`src/rtl/mips_pkg.sv`:
```
// Shared MIPS definitions: opcodes, instruction field positions
// and the fetch FSM state type.
package mips_pkg;

  localparam logic [5:0] OP_RTYPE = 6'b000000;
  localparam logic [5:0] OP_J     = 6'b000010;
  localparam logic [5:0] OP_BEQ   = 6'b000100;
  localparam logic [5:0] OP_ADDI  = 6'b001000;
  localparam logic [5:0] OP_LW    = 6'b100011;
  localparam logic [5:0] OP_SW    = 6'b101011;
  localparam logic [5:0] OP_LWC1  = 6'b110001;
  localparam logic [5:0] OP_SWC1  = 6'b111001;
  localparam logic [5:0] OP_COP1  = 6'b010001;

  localparam int OP_HI  = 31;
  localparam int OP_LO  = 26;
  localparam int FN_HI  = 5;
  localparam int FN_LO  = 0;
  localparam int IMM_HI = 15;
  localparam int IMM_LO = 0;
  localparam int TGT_HI = 25;
  localparam int TGT_LO = 0;

  typedef enum logic {
    FETCH,
    ISSUE
  } fetch_state_t;

endpackage

```
`src/rtl/next_pc.sv`:
```
// Next-PC selection: jump, taken beq, or sequential.
// Jump wins over branch when the decoder raises both.
module next_pc
  import mips_pkg::*;
(
  input  logic [31:0]     pc,
  input  logic [TGT_HI:0] target,
  input  logic            branch,
  input  logic            pcsrc,
  input  logic            alu_zero,
  output logic [31:0]     npc
);

  logic [31:0] pc4;
  logic [31:0] boff;

  always_comb begin
    pc4  = pc + 32'd4;
    boff = {{14{target[IMM_HI]}}, target[IMM_HI:IMM_LO], 2'b00};
    npc  = pc4;
    if (pcsrc) begin
      npc = {pc4[31:28], target[TGT_HI:TGT_LO], 2'b00};
    end else if (branch && alu_zero) begin
      npc = pc4 + boff;
    end
  end

endmodule

```
`src/rtl/instr_fetch.sv`:
```
// Fetch stage: PC register, imem req/ack handshake, instruction
// hold for decode until the datapath retires it.
module instr_fetch
  import mips_pkg::*;
#(
  parameter logic [31:0] RESET_PC = 32'h0000_0000,
  parameter int          CNT_W    = 32
) (
  input  logic             clk,
  input  logic             rst,
  output logic             imem_req,
  output logic [31:0]      imem_addr,
  input  logic             imem_ack,
  input  logic [31:0]      imem_rdata,
  output logic [31:0]      instr,
  output logic [5:0]       ins_H,
  output logic [5:0]       ins_L,
  output logic             instr_valid,
  output logic [31:0]      pc,
  input  logic             exec_done,
  input  logic             Branch,
  input  logic             PCSrc,
  input  logic             alu_zero,
  output logic [CNT_W-1:0] retired
);

  fetch_state_t     state_q, state_d;
  logic [31:0]      pc_q, pc_d;
  logic [31:0]      instr_q, instr_d;
  logic             req_q, req_d;
  logic [CNT_W-1:0] ret_q, ret_d;
  logic [31:0]      npc;

  next_pc u_next_pc (
    .pc       (pc_q),
    .target   (instr_q[TGT_HI:0]),
    .branch   (Branch),
    .pcsrc    (PCSrc),
    .alu_zero (alu_zero),
    .npc      (npc)
  );

  // req only rises one cycle after reset, so a stale ack is dropped
  always_comb begin
    state_d = state_q;
    pc_d    = pc_q;
    instr_d = instr_q;
    ret_d   = ret_q;
    unique case (state_q)
      FETCH: begin
        if (req_q && imem_ack) begin
          instr_d = imem_rdata;
          state_d = ISSUE;
        end
      end
      ISSUE: begin
        if (exec_done) begin
          pc_d    = npc;
          ret_d   = ret_q + CNT_W'(1);
          state_d = FETCH;
        end
      end
      default: state_d = FETCH;
    endcase
    req_d = (state_d == FETCH);
  end

  always_ff @(posedge clk or posedge rst) begin
    if (rst) begin
      state_q <= FETCH;
      pc_q    <= RESET_PC;
      instr_q <= '0;
      req_q   <= 1'b0;
      ret_q   <= '0;
    end else begin
      state_q <= state_d;
      pc_q    <= pc_d;
      instr_q <= instr_d;
      req_q   <= req_d;
      ret_q   <= ret_d;
    end
  end

  assign imem_req    = req_q;
  assign imem_addr   = pc_q;
  assign pc          = pc_q;
  assign instr       = instr_q;
  assign ins_H       = instr_q[OP_HI:OP_LO];
  assign ins_L       = instr_q[FN_HI:FN_LO];
  assign instr_valid = (state_q == ISSUE);
  assign retired     = ret_q;

endmodule
```
`config.mk`:
```
export PLATFORM = sky130hd
export DESIGN_NAME = instr_fetch
export DESIGN_NICKNAME = d
export VERILOG_FILES = /design/src/rtl/mips_pkg.sv /design/src/rtl/next_pc.sv /design/src/rtl/instr_fetch.sv
export SDC_FILE = /design/constraint.sdc
export NUM_CORES = 1
export LEC_CHECK = 0
export CORE_MARGIN = 3
export CORE_UTILIZATION = 25
export DETAILED_ROUTE_END_ITERATION = 10
export PLACE_DENSITY = 0.6
export SLEW_MARGIN = 25
export SYNTH_ARGS = -nofsm -noshare
export SYNTH_HDL_FRONTEND = slang
export SYNTH_HIERARCHICAL = 1
export SYNTH_SLANG_ARGS = --single-unit
```
`constraint.sdc`:
```
create_clock -name clk -period 3.45 [get_ports clk]
set_clock_uncertainty 0.1 [all_clocks]
set_input_delay 0.5175 -clock clk [delete_from_list [all_inputs] [get_ports clk]]
set_output_delay 0.5175 -clock clk [all_outputs]
set_load 0.05 [all_outputs]
```
==> results by group, run 1 <==
STA
  • Fin worst setup slack: -0.3009 ns
  • Fmax: 0.2666 GHz
  • Final setup fails: 9
  • Final Hold Viols: 0
  • Final period util: 108.7%
  • RSZ-0062 raised after global routing: true
  • Max Transition Viols Final: 0
  • Period minus WS final: 3.751 ns
  • Max-slew headroom: 55.66%
  • Worst slew pin tran: 0.6602 ns

Worst setup path
  • Reg2reg start: imem_addr[14]
  • Flop-to-flop setup slack: -0.30 ns
  • Critical Path Fanout Max: 2
  • Critical Path RT: between 3 and 4 ns
  • WP data arrival: 3.90 ns
  • CP max-delay cell: or4_4
  • Reg2Reg Depth: 14
  • Startpoint types: flip-flop
  • Cells along the critical path: nand4_4 -> or4_4 -> or2_4 -> nor2_4 -> xor2_2 -> ha_4 -> a21o_1 -> o21bai_4 -> or3_4 -> nor3_4 -> o31ai_2 -> xor2_1 -> o221a_1 -> mux2_2
  • CP endpoint kind: flip-flop
  • Reg2reg end: imem_addr[27]
  • CP peak stage delay: 0.50 ns
  • CP Class: reg2reg

Finish
  • Final #Nets: 1081
  • Commonest non-fill, non-tap cell in the layout: clkdlybuf4s50_1
  • Finished Cell Area: between 10000 and 15000 um^2
  • Share of post-route cells with drive strength above 1: 32.34%
  • Syn-to-layout area delta: 51.98%
  • Most frequent cells in the layout: clkdlybuf4s50_1 (180), buf_4 (135), dfrtp_1 (82)

Synthesis
  • Main flop type after synthesis: dfrtp_1
  • Post-synth EDFFs: 0
  • FF+latch count, synth: 98
  • Post-synthesis average cell area: roughly 9.6 um^2
  • Synth Cell Area: 7093 um^2
  • Largest cells by area after synthesis: dfrtp_1 (35%), mux2_2 (10%), xnor2_1 (6.8%)
  • Cells after Synth: 736
  • Syn_nets: 814
  • Synth top area share: 34.57%
  • Yosys cell types: 65
  • Ys async rst share: 100.0%
  • Synth warnings: 6
  • Post-synth top area cell: dfrtp_1
  • Seq/Total Area, Yosys: 34.57%

Floorplanning
  • Num ports: about 180
  • Die Width: between 150 and 200 um
  • Area of the core: roughly 28000 um^2
  • # rows: 61
  • Starting Density: approximately 25%
  • Die Y: between 150 and 200 um
  • Total die area: 30430 um^2

Place
  • Global placement routability congestion: 0.9136
  • Post-DP HPWL: approximately 18000 um
  • Placed cell areas: 10040 um^2
  • IO Port Bufs: 180

Route
  • First-pass DRT Iterations: 5
  • Vias: 6519
  • Vias per cell: approximately 4.7
  • Initial DRC Count: 391
  • Final ANT Viol Nets: 0
  • Wire per inst: 17.17 um
  • Post-route DRC violation count: 0
  • Drt total wl: approximately 24000 um

Worst hold path
  • Hold path start: retired[31]
  • WHS Path Cells: 1
  • Hold EP: retired[31]
  • Worst hold path class: reg2reg

Clock tree
  • CTS buffer count: 9
  • CTS Buffer Depth: 2
  • CTS clk-pin slew, worst paths: 0.08 ns
  • Root Driver: clkbuf_16
  • H-tree level count: 3
  • Clk_lat worst skew: roughly 0.36 ns
  • CTS tree: yes
  • CTS Sinks: just under 100

Global route
  • All-layer global routing usage: 15.35%
  • Vias in the first global route: 6674
  • First-pass GRT wire length: 37300 um
  • Largest net degree at the start of global routing: 56
  • Initial antenna violation count: 0
  • Total grt overflow: 0

Flow run
  • Max-Cap Viols: 0

Run status
  • Failing checks: negative setup slack
  • Status: finished, violations left
[per-layer routing]
metal	GRT usage, %	vias up	wire length, um
li1	-	3143	-
met1	20.02	3174	10730
met2	25.36	174	11170
met3	3.976	28	1468
met4	3.921	0	449
met5	0	-	0
[per-stage QoR]
step | util (%) | setup WS (ns) | setup TNS (ns) | instances | hold slack, ns
final | 38.70 | -0.3009 | -1.482 | 1387 | 0.3803
after global routing | 38.69 | -0.4505 | -3.024 | 1386 | 0.4029
after CTS | 37.82 | -0.3664 | -1.484 | 1381 | 0.3836
after detailed placement | 36.06 | -0.3913 | -2.319 | 1363 | 0.3647
after global placement | 36.06 | -0.3300 | -1.942 | 1363 | 0.3656
after floorplan | - | -0.5459 | -1.457 | 736 | 0.5572
[cell type report]
cell class                      count  area [um^2]
Clock inverter                      7        83.83
Multi-Input combinational cell    561         4582
Fill cell                        2762        17080
Tap cell                          378        473.0
Clock buffer                        9        225.2
Timing Repair Buffer              319         2887
Antenna cell                        1        2.502
Inverter                           14        55.05
Sequential cell                    98         2472
[timing repair]
| item | CTS | global route |
|---|---|---|
| pin swaps | 24 | 20 |
| endpoints found under the setup margin | 13 | 17 |
| endpoints found under the hold margin | 0 | 0 |
| hold buffers | 0 | 0 |
| gates resized for setup | 37 | 37 |
| setup buffers | 4 | 5 |
[how the worst max path moves through the flow]
| stage | startpoint | end | slack [ns] | depth (start not counted) |
|---|---|---|---|---|
| after floorplan | imem_addr[12] | imem_addr[27] | -0.55 | 14 |
| after global routing | imem_addr[14] | imem_addr[31] | -0.45 | 18 |
| after detailed placement | imem_addr[14] | imem_addr[31] | -0.39 | 15 |
| final | imem_addr[14] | imem_addr[27] | -0.30 | 14 |
| after CTS | imem_addr[14] | imem_addr[31] | -0.37 | 15 |
| after global placement | imem_addr[14] | imem_addr[31] | -0.33 | 15 |
[registers in the layout, summed over array words and instances, names as in the netlist]
signal and count:
retired 32, imem_req 1, imem_addr 32, instr_valid 1
instr 32
[worst max-delay path: cells and delay by family (launching register included)]
family          cells  cell delay (ns)
fa+ha+maj           1             0.23
compound gates      4             0.70
simple gates        6             1.62
flops               1             0.39
xor+xnor            2             0.34
mux                 1             0.25
[cells by family after synthesis]
group           after synthesis  share of synthesized area, %
buf+inv                      77                         6.615
simple gates                224                         17.43
xor+xnor                     79                         10.07
flops                        98                         34.57
compound gates              150                         13.42
fa+ha+maj                    39                         6.985
mux                          69                         10.90
[cells in the mapped netlist, drive strengths merged (2+ instances only)]
cell     instances
dfrtp           98
mux2            66
nand2           61
xnor2           56
buf             53
a21oi           48
nand3           45
ha              38
nor2            35
o21ai           26
xor2            23
nand4           21
nor3            17
a21o            14
o21a            14
inv             13
clkbuf          10
o22ai           10
and2             8
and3             8
nor4             8
a211oi           7
o211ai           7
nand2b           6
nor2b            4
or3              4
a22oi            3
a31oi            3
mux2i            3
o21bai           3
a2bb2oi          2
a311oi           2
o221a            2
o31ai            2
Power of run 1 is not shown: default switching activity piles up to over one toggle a cycle in this logic, so the estimate is an artifact.
==> inputs of run 2 (changes only) <==
--- a/config.mk
+++ b/config.mk
@@ -5,6 +5,7 @@
 export SDC_FILE = /design/constraint.sdc
 export NUM_CORES = 1
 export LEC_CHECK = 0
+export ABC_CLOCK_PERIOD_IN_PS = 3450
 export CORE_MARGIN = 3
 export CORE_UTILIZATION = 25
 export DETAILED_ROUTE_END_ITERATION = 10
==> results of run 2 <==
The final DEF is identical to that of run 1; final timing and power are the same.
Power of run 2 is left out for the same reason.
